**src/rtl/dds_param_sequencer_if.sv**
```systemverilog
// Front-panel button / live-parameter bundle between debouncers, the
// sequencer and the DDS datapath.
`default_nettype none

interface dds_param_sequencer_if;
  logic        btn_mode;
  logic        btn_up;
  logic        btn_down;
  logic        phase_wrap;
  logic [12:0] phase_M;
  logic [10:0] signal_A;
  logic [1:0]  signal_shape;
  logic [1:0]  edit_sel;
  logic        pending;
  logic        param_upd;

  modport master (
    output btn_mode, btn_up, btn_down, phase_wrap,
    input  phase_M, signal_A, signal_shape, edit_sel, pending, param_upd
  );

  modport slave (
    input  btn_mode, btn_up, btn_down, phase_wrap,
    output phase_M, signal_A, signal_shape, edit_sel, pending, param_upd
  );
endinterface

`default_nettype wire

```
**src/rtl/dds_param_sequencer.sv**
```systemverilog
// DDS parameter editor: buttons edit shadow registers, which are committed to
// the live outputs on a phase wrap (or after a timeout) to avoid glitches.
`default_nettype none

module dds_param_sequencer #(
  parameter int unsigned M_INIT  = 500,
  parameter int unsigned A_INIT  = 1200,
  parameter int unsigned M_STEP  = 50,
  parameter int unsigned A_STEP  = 100,
  parameter int unsigned M_MIN   = 1,
  parameter int unsigned M_MAX   = 8191,
  parameter int unsigned A_MAX   = 2047,
  parameter int unsigned TIMEOUT = 4095
) (
  input  logic                   clk,
  input  logic                   rst,
  dds_param_sequencer_if.slave   bus
);

  localparam logic [0:0] ST_IDLE    = 1'b0;
  localparam logic [0:0] ST_PENDING = 1'b1;

  logic [0:0]  state_q, state_d;
  logic [11:0] cnt_q, cnt_d;
  logic [12:0] m_sh_q, m_sh_d, m_live_q, m_live_d;
  logic [10:0] a_sh_q, a_sh_d, a_live_q, a_live_d;
  logic [1:0]  s_sh_q, s_sh_d, s_live_q, s_live_d;
  logic [1:0]  sel_q, sel_d;
  logic        upd_q, upd_d;

  logic        edit_w;
  logic        commit_w;
  logic [13:0] m_up_w, m_dn_w;
  logic [11:0] a_up_w, a_dn_w;

  // Mode beats up/down; simultaneous up+down cancel.
  assign edit_w   = !bus.btn_mode && (bus.btn_up ^ bus.btn_down);
  assign commit_w = (state_q == ST_PENDING) &&
                    (bus.phase_wrap || (cnt_q == 12'(TIMEOUT - 1)));

  assign m_up_w = {1'b0, m_sh_q} + 14'(M_STEP);
  assign m_dn_w = {1'b0, m_sh_q} - 14'(M_STEP);
  assign a_up_w = {1'b0, a_sh_q} + 12'(A_STEP);
  assign a_dn_w = {1'b0, a_sh_q} - 12'(A_STEP);

  always_ff @(posedge clk or negedge rst) begin
    if (!rst) begin
      state_q  <= ST_IDLE;
      cnt_q    <= '0;
      m_sh_q   <= 13'(M_INIT);
      a_sh_q   <= 11'(A_INIT);
      s_sh_q   <= 2'd0;
      m_live_q <= 13'(M_INIT);
      a_live_q <= 11'(A_INIT);
      s_live_q <= 2'd0;
      sel_q    <= 2'd0;
      upd_q    <= 1'b0;
    end else begin
      state_q  <= state_d;
      cnt_q    <= cnt_d;
      m_sh_q   <= m_sh_d;
      a_sh_q   <= a_sh_d;
      s_sh_q   <= s_sh_d;
      m_live_q <= m_live_d;
      a_live_q <= a_live_d;
      s_live_q <= s_live_d;
      sel_q    <= sel_d;
      upd_q    <= upd_d;
    end
  end

  // Further edits inside PENDING keep the counter running so a busy user
  // cannot postpone the forced commit indefinitely.
  always_comb begin
    state_d = state_q;
    cnt_d   = cnt_q;
    case (state_q)
      ST_IDLE: begin
        cnt_d = '0;
        if (edit_w) state_d = ST_PENDING;
      end
      ST_PENDING: begin
        if (commit_w) begin
          cnt_d   = '0;
          state_d = edit_w ? ST_PENDING : ST_IDLE;
        end else begin
          cnt_d = cnt_q + 12'd1;
        end
      end
      default: begin
        state_d = ST_IDLE;
        cnt_d   = '0;
      end
    endcase
  end

  always_comb begin
    sel_d    = sel_q;
    m_sh_d   = m_sh_q;
    a_sh_d   = a_sh_q;
    s_sh_d   = s_sh_q;
    m_live_d = m_live_q;
    a_live_d = a_live_q;
    s_live_d = s_live_q;
    upd_d    = commit_w;

    if (bus.btn_mode) begin
      sel_d = (sel_q == 2'd2) ? 2'd0 : sel_q + 2'd1;
    end else if (edit_w) begin
      case (sel_q)
        2'd0: begin
          if (bus.btn_up)
            m_sh_d = (m_up_w > 14'(M_MAX)) ? 13'(M_MAX) : m_up_w[12:0];
          else
            m_sh_d = (m_dn_w[13] || m_dn_w < 14'(M_MIN)) ? 13'(M_MIN) : m_dn_w[12:0];
        end
        2'd1: begin
          if (bus.btn_up)
            a_sh_d = (a_up_w > 12'(A_MAX)) ? 11'(A_MAX) : a_up_w[10:0];
          else
            a_sh_d = a_dn_w[11] ? 11'd0 : a_dn_w[10:0];
        end
        default: begin
          if (bus.btn_up)
            s_sh_d = (s_sh_q == 2'd2) ? 2'd0 : s_sh_q + 2'd1;
          else
            s_sh_d = (s_sh_q == 2'd0) ? 2'd2 : s_sh_q - 2'd1;
        end
      endcase
    end

    if (commit_w) begin
      m_live_d = m_sh_q;
      a_live_d = a_sh_q;
      s_live_d = s_sh_q;
    end
  end

  assign bus.phase_M      = m_live_q;
  assign bus.signal_A     = a_live_q;
  assign bus.signal_shape = s_live_q;
  assign bus.edit_sel     = sel_q;
  assign bus.pending      = (state_q == ST_PENDING);
  assign bus.param_upd    = upd_q;

endmodule

`default_nettype wire
```
**src/flat_wrapper.sv**
```systemverilog
// flat-port wrapper written by rule: the top's interface ports become plain ports
module dds_param_sequencer_flat 
#(
  parameter int unsigned M_INIT  = 500,
  parameter int unsigned A_INIT  = 1200,
  parameter int unsigned M_STEP  = 50,
  parameter int unsigned A_STEP  = 100,
  parameter int unsigned M_MIN   = 1,
  parameter int unsigned M_MAX   = 8191,
  parameter int unsigned A_MAX   = 2047,
  parameter int unsigned TIMEOUT = 4095
)
  (clk, rst, bus_btn_mode, bus_btn_up, bus_btn_down, bus_phase_wrap, bus_phase_M, bus_signal_A, bus_signal_shape, bus_edit_sel, bus_pending, bus_param_upd);
  dds_param_sequencer_if bus_i ();
  input  logic clk;
  input  logic rst;
  input wire logic [$bits(bus_i.btn_mode)-1:0] bus_btn_mode;
  input wire logic [$bits(bus_i.btn_up)-1:0] bus_btn_up;
  input wire logic [$bits(bus_i.btn_down)-1:0] bus_btn_down;
  input wire logic [$bits(bus_i.phase_wrap)-1:0] bus_phase_wrap;
  output wire logic [$bits(bus_i.phase_M)-1:0] bus_phase_M;
  output wire logic [$bits(bus_i.signal_A)-1:0] bus_signal_A;
  output wire logic [$bits(bus_i.signal_shape)-1:0] bus_signal_shape;
  output wire logic [$bits(bus_i.edit_sel)-1:0] bus_edit_sel;
  output wire logic [$bits(bus_i.pending)-1:0] bus_pending;
  output wire logic [$bits(bus_i.param_upd)-1:0] bus_param_upd;
  assign bus_i.btn_mode = bus_btn_mode;
  assign bus_i.btn_up = bus_btn_up;
  assign bus_i.btn_down = bus_btn_down;
  assign bus_i.phase_wrap = bus_phase_wrap;
  assign bus_phase_M = bus_i.phase_M;
  assign bus_signal_A = bus_i.signal_A;
  assign bus_signal_shape = bus_i.signal_shape;
  assign bus_edit_sel = bus_i.edit_sel;
  assign bus_pending = bus_i.pending;
  assign bus_param_upd = bus_i.param_upd;
  dds_param_sequencer #(.M_INIT(M_INIT), .A_INIT(A_INIT), .M_STEP(M_STEP), .A_STEP(A_STEP), .M_MIN(M_MIN), .M_MAX(M_MAX), .A_MAX(A_MAX), .TIMEOUT(TIMEOUT)) u_core (.clk(clk), .rst(rst), .bus(bus_i));
endmodule
```
**config.mk**
```make
export PLATFORM = sky130hd
export DESIGN_NAME = dds_param_sequencer_flat
export DESIGN_NICKNAME = d
export VERILOG_FILES = /design/src/rtl/dds_param_sequencer_if.sv /design/src/rtl/dds_param_sequencer.sv /design/src/flat_wrapper.sv
export SDC_FILE = /design/constraint.sdc
export NUM_CORES = 1
export LEC_CHECK = 0
export CORE_ASPECT_RATIO = 1.2
export CORE_MARGIN = 2
export CORE_UTILIZATION = 30
export DETAILED_ROUTE_END_ITERATION = 16
export HOLD_SLACK_MARGIN = 0.03
export PLACE_DENSITY = 0.47
export SYNTH_ARGS = -nofsm -noshare
export SYNTH_HDL_FRONTEND = slang
export SYNTH_SLANG_ARGS = --single-unit
```
**constraint.sdc**
```tcl
create_clock -name clk -period 2.42 [get_ports clk]
set_input_delay 0.484 -clock clk [delete_from_list [all_inputs] [get_ports clk]]
set_output_delay 0.484 -clock clk [all_outputs]
set_load 0.05 [all_outputs]
```
---- After elaboration in Yosys (flattened, before gate mapping) ----
Index checks and enable logic that the tools add are counted.
word-level totals
  flip-flop bits (word level) ............. 68
  latch bits .............................. 0
  RAM bits ................................ 0
  memory bits (read-only) ................. 0
  input port bits ......................... 6
  output and inout port bits .............. 30
  memories kept ........................... 0
operators by class
  add/subtract/negate cells ............... 8
  multipliers ............................. 0
  div/mod/pow operators ................... 0
  $lt $le $gt $ge ......................... 3
  equality and inequality tests ........... 4
  shift-type cells ........................ 0
  mux-type cells .......................... 15
  bitwise logic cells ..................... 4
  reductions and logical operators ........ 11
operators by type and width
  cell                   number
  $mux 13                3
  $mux 11                3
  $pmux 12 s2            1
  $add 13x6->14 const B  1
  $gt 14x13->1 const B   1
  $lt 14x1->1 const B    1
  $sub 13x6->14 const B  1
  $add 11x7->12 const B  1
  $add 12x1->12 const B  1
  $eq 12x12->1 const B   1
  $gt 12x11->1 const B   1
  $mux 12                1
  $sub 11x7->12 const B  1
  $reduce_and 3->1       3
  $mux 2                 4
  $add 2x1->2 const B    2
  $eq 2x2->1 const B     2
  $logic_not 2->1        2
  $not 1->1              3
  $eq 2x1->1 const B     1
  $logic_and 1x1->1      2
  $logic_or 1x1->1       2
  $mux 1                 2
  $pmux 1 s2             1
  other kinds (4)        4

---- Logic depth before layout (Yosys ltp) ----
  depth after elaboration ................. 5
  gate-level depth with buffers ........... 10
  gate-level depth less buffers ........... 7

---- Least setup slack after synthesis ----
OpenSTA, ideal clock, no wires.
  path type ............................... flip-flop to flip-flop
  start point ............................. reg u_core.m_sh_q[1]
  end point ............................... reg u_core.m_sh_q[4]
  data arrival time ....................... 1.999 ns
  required time ........................... 2.340 ns
  setup slack ............................. 0.342 ns
  cell stages (with the launch flop) ...... 11
  buffers on the path ..................... 3
  clock period less this slack ............ 2.078 ns
  cell sequence ........................... dfrtp_1 > clkbuf_1 > inv_1 > ha_1 > nand2b_1 > buf_2 > a2111oi_4 > or2_1 > buf_6 > a21oi_2 > o22a_1
on the way
  longest elaborated chain between the ends .. 5
  elaborated cells between the ends (all ways) .. 8
ends and longest elaborated chain
  what                    line                        text
  from (decl)             dds_param_sequencer.sv:25   logic [12:0] m_sh_q, m_sh_d, m_live_q, m_live_d;
  from (signal assigned)  dds_param_sequencer.sv:50   m_sh_q <= 13'(M_INIT);
  from (signal assigned)  dds_param_sequencer.sv:61   m_sh_q <= m_sh_d;
  $sub 13x6->14           dds_param_sequencer.sv:42   assign m_dn_w = {1'b0, m_sh_q} - 14'(M_STEP);
  $lt 14x1->1             dds_param_sequencer.sv:115  m_sh_d = (m_dn_w[13] || m_dn_w < 14'(M_MIN)) ? 13'(M_MIN) : m_dn_w[12:0];
  $logic_or 1x1->1        dds_param_sequencer.sv:115
  $mux 13                 dds_param_sequencer.sv:115
  $mux 13 *               dds_param_sequencer.sv:112  if (bus.btn_up)
Every way passes the cells marked *; elsewhere a longest branch is shown, timed or not.
A chain may end at the register's enable or synchronous reset.

---- Final worst setup path ----
  start point ............................. reg u_core.m_sh_q[9]
  end point ............................... reg u_core.m_sh_q[7]
The elaborated chain is that of the path after synthesis.

==> reports/results.tsv <==
stage	metric	value	unit
route	drcViolationCount	0	
layout	fin_cells	613	
grt	track_usage	15.15	%
pwr	power	6.363	mW
place	place_inst	597	
pwr	power.density	1311	nW/um^2
route	wl_per_cell	15.92	microns
clock_network	hold_buffers	0	
place	gp_congestion	0.7898	
layout	drive_above_1_share	22.27	%
critical_path	reg2reg_depth	5	
floorplan	die_w	108.1	microns
timing	final.setup_skew	0.006329	ns
synth	synth_cell_types	67	
place	postPlaceCellArea	4539	sq um
synth	synth_nets	421	
clock_network	path_clk_slew	0.06	ns
pwr	switching_share	42.52	%
layout	area_delta_synth_final	24.33	%
grt	antenna_found_initial	0	
place	portBuffers	35	
pwr	power.combinational.fraction	46.0	%
pwr	peakVddDrop	0.5740	mV
timing	setup_viol	0	
run	max_cap_viol_count	0	
critical_path	crit_type	flop to flop	
synth	ys.flop_type	dfrtp_1	
timing	setup_tns	0	ns
floorplan	chipHeight	128.9	microns
route	antenna_left	0	
clock_network	htree_levels	3	
floorplan	rows	45	
critical_path	crit_arrival	2.47	ns
timing	tightestPinTransition	0.5182	ns
route	viasPerCell	5.227	
synth	async_flop_share	100.0	%
floorplan	io_pins	36	
synth	synth_warnings	0	
pwr	sequentialPowerShare	32.8	%
synth	syn_inst	406	
timing	drv_slew	0	
critical_path	required	2.68	ns
critical_path	cp-start-kind	flop	
pwr	p_int	3.658	mW
place	dpl.hpwl	6434	microns
layout	final_common_cell	dfrtp_1	
timing	rsz0062_at_grt	false	
floorplan	design.die.area	13940	sq um
timing	max_slew_margin	65.34	%
route	wirelength	9759	microns
grt	grt_max_degree	67	
synth	synth-seq-cells	66	
clock_network	cts_tree	built	
clock_network	clk_path_buf_depth	2	
layout	n_antenna_cell	0	
synth	mappedNetlistArea	3902	sq um
pwr	power_leakage	1.958	nW
synth	synth_edf_count	0	
timing	fin_crit	2.214	ns
pwr	pwr-share-clk	21.2	%
clock_network	clk_latency	0.34	ns
floorplan	core	12670	sq um
critical_path	worst_setup_path_end_kind	flop	
clock_network	clock-sinks	66	
layout	most-common-layout-cells	dfrtp_1, nor2_1, clkdlybuf4s50_1	
route	num_vias	3204	
floorplan	initial_core_util	30.80	%
synth	ys_seq_area_share	42.96	%
grt	grt_overflow	0	
hold_path	hold_class	input pin to async pin	
clock_network	clock-root-buffer	clkbuf_16	
critical_path	crit_fanout	7	
pwr	p_switching	2.706	mW
timing	period_share	91.49	%
timing	max_freq	451.6	MHz
route	drtIter0Drc	111	
grt	grt_first_pass_wirelength	16460	microns
clock_network	cts_buffers	9	
synth	avgSynthCellArea	9.612	sq um
layout	fin_area	4852	sq um
timing	hold_viol_final	0	
layout	fin_nets	459	
run_status	outcome	finished, final reports clean	
grt	grt_pass1_vias	3263	
route	firstDrtPassIters	4	
state kept, by name, indices dropped and copies added (netlist names):
register,flops
u_core.bus.edit_sel,2
u_core.bus.phase_M,13
u_core.bus.param_upd,1
u_core.cnt_q,12
u_core.bus.signal_A,10
u_core.bus.pending,1
u_core.bus.signal_shape,2
u_core.s_sh_q,2
u_core.m_sh_q,13
u_core.a_sh_q,10
power groups by stage:
stage | logic (mW) | clock network, mW | registers (mW)
6_report | 2.93 | 1.35 | 2.09
5_1_grt | 3.18 | 1.44 | 2.17
4_1_cts | 2.95 | 1.39 | 2.08
3_5_place_dp | 2.93 | 0 | 2.10
3_3_place_gp | 2.92 | 0 | 2.09
2_1_floorplan | 1.55 | 0 | 2.55
synthesized netlist by cell type (all sizes together), types with 3 or more instances:
| master | number | area [sq um] |
|---|---|---|
| nand2b | 3 | 18.77 |
| nor4 | 7 | 43.79 |
| nand3 | 9 | 45.04 |
| or2 | 3 | 18.77 |
| ha | 9 | 112.6 |
| mux2 | 26 | 292.8 |
| o21a | 7 | 52.55 |
| nor4b | 3 | 26.28 |
| nand2 | 27 | 101.4 |
| nand4 | 7 | 43.79 |
| dfstp | 20 | 525.5 |
| a2111oi | 4 | 53.81 |
| a21oi | 17 | 88.84 |
| a311oi | 4 | 35.03 |
| dfrtp | 46 | 1151 |
| o21ai | 21 | 105.1 |
| or4 | 3 | 22.52 |
| nor2 | 37 | 138.9 |
| xnor2 | 7 | 61.31 |
| a211oi | 6 | 45.04 |
| nor3 | 12 | 60.06 |
| nor2b | 4 | 25.02 |
| xor2 | 16 | 140.1 |
| a21o | 3 | 22.52 |
| clkbuf | 26 | 97.59 |
| inv | 10 | 37.54 |
| buf | 12 | 66.32 |
| and3 | 6 | 37.54 |
| a2bb2oi | 3 | 32.53 |
| o221ai | 7 | 61.31 |
timing repair:
| action | CTS | global route |
|---|---|---|
| gates resized for setup | 0 | 2 |
| hold endpoints to repair | 0 | 0 |
| endpoints found under the setup margin | 0 | 1 |
| setup buffers | 0 | 0 |
layout make-up:
cell class	instances	area [sq um]
Clock buffer	12	256.5
Clock inverter	4	50.05
Fill cell	1269	7816
Inverter	11	41.29
Multi-Input combinational cell	291	2027
Sequential cell	66	1677
Tap cell	164	205.2
Timing Repair Buffer	65	595.6
critical path: stages, from the launching register on:
cell and delay [ns]:
dfrtp_1 0.39, or4_1 0.68, a2111oi_4 0.43, or2_1 0.37
a2bb2oi_2 0.18, o21ai_1 0.08
stage by stage:
| stage | setup WS [ns] | hold WS [ns] | utilization [%] |
|---|---|---|---|
| after floorplan | 0.3415 | 0.1884 | - |
| after CTS | 0.09759 | 0.1912 | 38.25 |
| after global placement | -0.02531 | 0.4866 | 35.83 |
| after global routing | 0.07219 | 0.2057 | 38.30 |
| final | 0.2058 | 0.1690 | 38.30 |
| after detailed placement | -0.04102 | 0.4953 | 35.83 |
final timing paths:
check	start	to	slack, ns
max in group asynchronous	rst	u_core.bus.signal_A[10]	1.91
max reg2reg	u_core.m_sh_q[9]	u_core.m_sh_q[7]	0.21
min	rst	u_core.bus.phase_M[1]	0.17
min in group clk	u_core.bus.phase_M[10]	u_core.bus.phase_M[10]	0.50
min reg2reg	u_core.bus.phase_M[10]	u_core.bus.phase_M[10]	0.50
max	u_core.m_sh_q[9]	u_core.m_sh_q[7]	0.21
logic make-up (layout without fill, tap and decap cells):
family	after synthesis	count (layout)	share of synthesized area [%]
flip-flops	66	66	42.96
multiplexers	28	28	8.015
adder cells (fa/ha/maj)	9	9	2.886
AND/OR/NAND/NOR	133	133	17.31
XOR/XNOR	23	23	5.162
buffers and inverters	49	92	5.258
AO/OA/AOI/OAI	98	98	18.40
routing by layer:
metal  part of all wire [%]  global-route usage (%)
met1                     47                   19.30
met5                      0                       0
met2                     48                   24.97
met4                    2.2                   6.712
met3                    3.0                   2.837
Note: power is estimated with default switching activity, not from simulation.
